File: config.mk
export PLATFORM = sky130hd
export DESIGN_NAME = gpio_ctrl_flat
export DESIGN_NICKNAME = d
export VERILOG_FILES = /design/src/rtl/gpio_bus_if.sv /design/src/rtl/gpio_ctrl.sv /design/src/flat_wrapper.sv
export SDC_FILE = /design/constraint.sdc
export NUM_CORES = 1
export LEC_CHECK = 0
export ABC_AREA = 1
export BUFFER_PORTS_ARGS = -buffer_cell sky130_fd_sc_hd__buf_2
export CAP_MARGIN = 20
export CORE_AREA = 2 2 194 196
export CTS_CLUSTER_SIZE = 30
export DETAILED_ROUTE_END_ITERATION = 10
export DIE_AREA = 0 0 196 198
export PLACE_DENSITY_LB_ADDON = 0.1
export SLEW_MARGIN = 20
export SYNTH_ARGS = -nofsm -noshare
export SYNTH_HDL_FRONTEND = slang
export SYNTH_SLANG_ARGS = --single-unit
File: constraint.sdc
create_clock -name clk -period 2.6 [get_ports clk]
set_clock_uncertainty 0.05 [all_clocks]
set_input_delay 0.26 -clock clk [delete_from_list [all_inputs] [get_ports clk]]
set_output_delay 0.26 -clock clk [all_outputs]
set_load 0.1 [all_outputs]
File: src/rtl/gpio_bus_if.sv
// Register-access bus between a core-side master and the GPIO controller.
// One access per cycle with bus_en; the response returns one cycle later.
interface gpio_bus_if;
  logic        bus_en;
  logic        bus_we;
  logic [7:0]  bus_addr;
  logic [31:0] bus_wdata;
  logic [31:0] bus_rdata;
  logic        bus_ready;
  logic        bus_error;

  modport master (
    output bus_en, bus_we, bus_addr, bus_wdata,
    input  bus_rdata, bus_ready, bus_error
  );

  modport slave (
    input  bus_en, bus_we, bus_addr, bus_wdata,
    output bus_rdata, bus_ready, bus_error
  );
endinterface

File: src/rtl/gpio_ctrl.sv
// Multi-channel GPIO controller: OUT/DIR/IN registers, SET/CLR shortcuts,
// synchronised inputs with rise/fall edge interrupts and a registered irq.
module gpio_ctrl #(
  parameter int CHANNELS    = 2,
  parameter int WIDTH       = 32,
  parameter int SYNC_STAGES = 2
) (
  input  logic                      clk,
  input  logic                      reset,
  gpio_bus_if.slave                 bus,
  input  logic [CHANNELS*WIDTH-1:0] gpio_i,
  output logic [CHANNELS*WIDTH-1:0] gpio_o,
  output logic [CHANNELS*WIDTH-1:0] gpio_oe,
  output logic                      irq
);

  logic [CHANNELS-1:0][WIDTH-1:0]    r_out;
  logic [CHANNELS-1:0][WIDTH-1:0]    r_dir;
  logic [CHANNELS-1:0][WIDTH-1:0]    r_rise;
  logic [CHANNELS-1:0][WIDTH-1:0]    r_fall;
  logic [CHANNELS-1:0][WIDTH-1:0]    r_pend;
  logic [SYNC_STAGES-1:0][CHANNELS*WIDTH-1:0] r_sync;
  logic [CHANNELS*WIDTH-1:0]         r_dly;
  logic                              r_ready;
  logic                              r_error;
  logic [31:0]                       r_rdata;
  logic                              r_irq;

  logic [2:0]                        w_ch;
  logic [2:0]                        w_off;
  logic                              w_ch_ok;
  logic                              w_err;
  logic                              w_wr;
  logic                              w_rd;
  logic [WIDTH-1:0]                  w_wd;
  logic [CHANNELS*WIDTH-1:0]         w_last;
  logic [CHANNELS*WIDTH-1:0]         w_set;
  logic [CHANNELS-1:0][WIDTH-1:0]    w_pclr;
  logic [CHANNELS-1:0][31:0]         w_word;
  logic [31:0]                       w_rdata;

  assign w_ch    = bus.bus_addr[7:5];
  assign w_off   = bus.bus_addr[4:2];
  assign w_ch_ok = (32'(w_ch) < CHANNELS);
  assign w_err   = (bus.bus_addr[1:0] != 2'b00) || !w_ch_ok ||
                   (bus.bus_we && (w_off == 3'd2));
  assign w_wr    = bus.bus_en && bus.bus_we && !w_err;
  assign w_rd    = bus.bus_en && !bus.bus_we && !w_err;
  assign w_wd    = bus.bus_wdata[WIDTH-1:0];

  // Edge qualification: last sync stage against its one-cycle-delayed copy.
  assign w_last  = r_sync[SYNC_STAGES-1];
  assign w_set   = (w_last & ~r_dly & r_rise) | (~w_last & r_dly & r_fall);

  assign gpio_o  = r_out;
  assign gpio_oe = r_dir;
  assign irq     = r_irq;

  assign bus.bus_ready = r_ready;
  assign bus.bus_error = r_error;
  assign bus.bus_rdata = r_rdata;

  // Per-channel read word and pending-clear mask for the current access.
  always_comb begin
    w_rdata = 32'd0;
    for (int c = 0; c < CHANNELS; c++) begin
      w_word[c] = 32'd0;
      case (w_off)
        3'd0:    w_word[c][WIDTH-1:0] = r_out[c];
        3'd1:    w_word[c][WIDTH-1:0] = r_dir[c];
        3'd2:    w_word[c][WIDTH-1:0] = w_last[c*WIDTH +: WIDTH];
        3'd3:    w_word[c][WIDTH-1:0] = r_rise[c];
        3'd4:    w_word[c][WIDTH-1:0] = r_fall[c];
        3'd5:    w_word[c][WIDTH-1:0] = r_pend[c];
        default: w_word[c] = 32'd0;
      endcase
      w_rdata = w_rdata | ((w_ch == c[2:0]) ? w_word[c] : 32'd0);
      w_pclr[c] = (w_wr && (w_ch == c[2:0]) && (w_off == 3'd5)) ? w_wd : {WIDTH{1'b0}};
    end
  end

  // Register file, pending bits and interrupt; a set edge beats a W1C.
  always_ff @(posedge clk) begin
    if (reset) begin
      r_out  <= '0;
      r_dir  <= '0;
      r_rise <= '0;
      r_fall <= '0;
      r_pend <= '0;
      r_irq  <= 1'b0;
    end else begin
      for (int c = 0; c < CHANNELS; c++) begin
        if (w_wr && (w_ch == c[2:0])) begin
          case (w_off)
            3'd0:    r_out[c]  <= w_wd;
            3'd1:    r_dir[c]  <= w_wd;
            3'd3:    r_rise[c] <= w_wd;
            3'd4:    r_fall[c] <= w_wd;
            3'd6:    r_out[c]  <= r_out[c] | w_wd;
            3'd7:    r_out[c]  <= r_out[c] & ~w_wd;
            default: r_out[c]  <= r_out[c];
          endcase
        end
        r_pend[c] <= (r_pend[c] & ~w_pclr[c]) | w_set[c*WIDTH +: WIDTH];
      end
      r_irq <= |r_pend;
    end
  end

  // Input synchroniser chain and edge-detect delay stage.
  always_ff @(posedge clk) begin
    if (reset) begin
      r_sync <= '0;
      r_dly  <= '0;
    end else begin
      r_sync[0] <= gpio_i;
      for (int s = 1; s < SYNC_STAGES; s++) begin
        r_sync[s] <= r_sync[s-1];
      end
      r_dly <= w_last;
    end
  end

  // Fixed one-cycle bus response.
  always_ff @(posedge clk) begin
    if (reset) begin
      r_ready <= 1'b0;
      r_error <= 1'b0;
      r_rdata <= 32'd0;
    end else begin
      r_ready <= bus.bus_en;
      r_error <= bus.bus_en && w_err;
      r_rdata <= w_rd ? w_rdata : 32'd0;
    end
  end

endmodule

File: src/flat_wrapper.sv
// flat-port wrapper written by rule: the top's interface ports become plain ports
module gpio_ctrl_flat 
#(
  parameter int CHANNELS    = 2,
  parameter int WIDTH       = 32,
  parameter int SYNC_STAGES = 2
)
  (clk, reset, gpio_i, gpio_o, gpio_oe, irq, bus_bus_en, bus_bus_we, bus_bus_addr, bus_bus_wdata, bus_bus_rdata, bus_bus_ready, bus_bus_error);
  gpio_bus_if bus_i ();
  input  logic clk;
  input  logic reset;
  input  logic [CHANNELS*WIDTH-1:0] gpio_i;
  output logic [CHANNELS*WIDTH-1:0] gpio_o;
  output logic [CHANNELS*WIDTH-1:0] gpio_oe;
  output logic irq;
  input wire logic [$bits(bus_i.bus_en)-1:0] bus_bus_en;
  input wire logic [$bits(bus_i.bus_we)-1:0] bus_bus_we;
  input wire logic [$bits(bus_i.bus_addr)-1:0] bus_bus_addr;
  input wire logic [$bits(bus_i.bus_wdata)-1:0] bus_bus_wdata;
  output wire logic [$bits(bus_i.bus_rdata)-1:0] bus_bus_rdata;
  output wire logic [$bits(bus_i.bus_ready)-1:0] bus_bus_ready;
  output wire logic [$bits(bus_i.bus_error)-1:0] bus_bus_error;
  assign bus_i.bus_en = bus_bus_en;
  assign bus_i.bus_we = bus_bus_we;
  assign bus_i.bus_addr = bus_bus_addr;
  assign bus_i.bus_wdata = bus_bus_wdata;
  assign bus_bus_rdata = bus_i.bus_rdata;
  assign bus_bus_ready = bus_i.bus_ready;
  assign bus_bus_error = bus_i.bus_error;
  gpio_ctrl #(.CHANNELS(CHANNELS), .WIDTH(WIDTH), .SYNC_STAGES(SYNC_STAGES)) u_core (.clk(clk), .reset(reset), .bus(bus_i), .gpio_i(gpio_i), .gpio_o(gpio_o), .gpio_oe(gpio_oe), .irq(irq));
endmodule
==> impl_results.md <==
- Synthesis Warnings: 0
- Post-route ant nets: 0
- Initial Util: 61.58%
- Root Buffer: clkbuf_16
- Post-Syn Nets: around 3400
- Clock Power Share: between 40% and 50%
- Max-cap violations: 0
- Pint: around 14 mW
- Fin crit share: between 70% and 80%
- CTS tree: done
- PostCTS Resize Cnt: 0
- Sequential power share: about 48%
- Sequential share of the synthesized area: 48.12%
- Cells after synthesis: 3286
- Initial antenna violation count: 1
- Die area: 38810 sq um
- Die W: 196 microns
- First-pass GRT wire length: 121000 microns
- Fin cells: 4069
- Core ar.: 36960 sq um
- EDFF count, synth: 0
- Top FF cell, synth: dfxtp_1
- Largest net degree at the start of global routing: approximately 130
- Top delay family on crit path: flip-flops
- Routability cong.: slightly above 0.9
- CTS Hold Bufs: 97
- Syn Area/Cell: between 6 and 7 sq um
- Inst Count DP: 3871
- Req. time, crit path: 2.29 ns
- Synthesized area: 22760 sq um
- CP max-delay cell: dfxtp_1
- Max Freq: 519.1 MHz
- Htree depth: 2
- Rel. slew slack: 36.05%
- Site row count: ~70
- RSZ-0062 raised after global routing: no
- DR WL/cell: 19.34 microns
- Critical path class: register to primary output
- CP startpoint kind: register
- Synth Area in Simple Gates: 26.76%
- Worst-margin pin slew: 0.9592 ns
- Setup violations, final: 0
- Routed wire length: 78710 microns
- Switching power total: 4.124 mW
- Final hold vios: 0
- Vias per std cell: roughly 5.8
- Latest clock arrival within the worst-skew pair: around 0.61 ns
- Status: finished, final reports clean
- HPWL Detailed: 49080 microns
- Die H: 198 microns
- Critical path capture point type: primary output
- # IOs: 271
- Placed Area: about 24000 sq um
- Vias post-DR: 23470
- CTS Buf Count: 55
- Logic pwr share: under 10%
- Leak Pwr: 11.35 nW
- Yosys reg bits: 547
- Vias in the first global route: 22040
- Mux cell area share after synthesis: 0%
- Area delta synth->final: 19.74%
- Max-slew violations: 0
- Clock Path Buffers: 3
- Crit-path cells: buf_2
- Peak supply drop: about 0.00056 V
- Distinct cells, synth: 25
- Clock Sink Count: 547
- Max Fanout on Critical Path: 3
- Tot GR Track Use: 40.14%
- Post-route cell area: 27250 sq um
- Grt ovf: 0
- HP Class: primary input to register
- Port bufs: 270
- Drc violations: 0
- Setup tns final: 0 ns
- Reg clk slew, reported paths: 0.06 ns
- Adder-cell share of the synthesized area: 0%
- Compound-cell area share of the yosys netlist: 14.66%
- DRT iter0 DRCs: between 2000 and 3000
- Switching part of the total: 23.06%
- Critical Path AT: 1.62 ns
- Pwr Density: 656.2 nW/um^2
- Post-layout min period: about 1.9 ns
- Async S/R FF share, synth: 0%
- Synth Area in XOR/XNOR: 0%
- CP peak stage delay: roughly 0.52 ns
- Nets: 3659
- Worst Path Buf+Inv: 1
- Largest family of logic cells by synthesized area: simple AND/OR/NAND/NOR gates
- TritonRoute pass-1 iters: 6
- Post-CTS setup buffer count: 0
- Share of cells above drive strength 1: 12.63%
-- cell type report --
cell class | instances | area (sq um)
Clock inverter | 19 | 249.0
Inverter | 377 | 1415
Sequential cell | 547 | 10950
Antenna cell | 1 | 2.502
Multi-Input combinational cell | 2136 | 9447
Tap cell | 474 | 593.1
Fill cell | 2895 | 9704
Timing Repair Buffer | 434 | 2948
Clock buffer | 81 | 1647
-- kinds of logic after synthesis --
kind of cell | count (synthesis)
AO/OA/AOI/OAI | 634
buffers and inverters | 603
flip-flops | 547
AND/OR/NAND/NOR | 1502
-- synth_stat cells, types with 2 or more instances --
library cell	n	area share (%)
inv_2	14	0.23
nand3_1	75	1.6
dfxtp_1	547	48
o21ai_0	164	3.6
buf_1	3	0.049
o21ai_1	47	1.0
nand2_1	904	15
buf_2	64	1.4
inv_1	362	6.0
nor2_1	382	6.3
a31oi_1	128	3.5
nor3_1	42	0.92
buf_4	10	0.33
clkbuf_1	149	2.5
a21oi_1	294	6.5
nor3b_1	26	0.86
nand4_1	62	1.7
nand2_2	5	0.14
nor2_4	2	0.099
-- power by group through the flow --
stage               combinational, mW  sequential [mW]  clock (mW)
floorplan                       0.515             8.74           0
global placement                0.843             8.74           0
detailed placement              0.862             8.75           0
CTS                             0.979             8.56        8.32
global route                     1.09             8.57        8.66
finish                           1.03             8.56        8.29
-- stage by stage --
stage                     hold WS, ns  setup WS, ns  power (mW)  utilization [%]
final                         0.02347        0.6737       17.88            73.74
after global routing          0.02342        0.6122       18.32            73.73
after CTS                    0.001529        0.6814       17.86            73.73
after detailed placement       0.3420        0.3661       9.609            65.98
after global placement         0.3407        0.3965       9.588            65.98
after floorplan                0.3170         1.018       9.251                -
-- cell usage in the layout (no fill, tap or decap), types with 11 or more instances in the layout --
cell type	Yosys	layout
nor3_1	42	42
clkbuf_8	0	13
o21ai_1	47	47
a31oi_1	128	128
buf_2	64	269
dlygate4sd3_1	0	97
buf_4	10	58
dfxtp_1	547	547
nand2_1	904	903
nor3b_1	26	26
clkbuf_1	149	11
nand3_1	75	75
clkinv_2	0	12
o21ai_0	164	164
nor2_1	382	379
a21oi_1	294	294
clkbuf_16	0	57
nand4_1	62	62
inv_1	362	360
inv_2	14	15
-- final timing paths --
path	startpoint	to	slack (ns)	cells after the start
worst max-delay path	u_core.gpio_o[32]$_SDFFE_PP0P_	gpio_o[32]	0.67	1
worst min-delay path	bus_bus_wdata[5]	u_core.r_fall[5]$_SDFFE_PP0P_	0.02	3
worst max register to register	u_core.r_pend[14]$_SDFF_PP0_	u_core.irq$_SDFF_PP0_	1.13	6
worst min register to register	u_core.r_sync[53]$_SDFF_PP0_	u_core.w_last[53]$_SDFF_PP0_	0.34	2
-- routing by layer --
metal | track usage [%] | vias to the layer above | share of wire (%)
met2 | 62.88 | 1525 | 44
met1 | 52.83 | 10760 | 39
li1 | - | 10950 | -
met3 | 7.733 | 241 | 12
met5 | 0 | - | 0
met4 | 21.24 | 0 | 5.0
-- state kept, by name, summed over array words and instances (netlist names) --
signal                count
u_core.bus.bus_error      1
u_core.bus.bus_rdata     32
u_core.bus.bus_ready      1
u_core.gpio_o            64
u_core.gpio_oe           64
u_core.irq                1
u_core.r_dly             64
u_core.r_fall            64
u_core.r_pend            64
u_core.r_rise            64
u_core.r_sync            64
u_core.w_last            64
No activity file was read; power rests on OpenSTA's default activity.
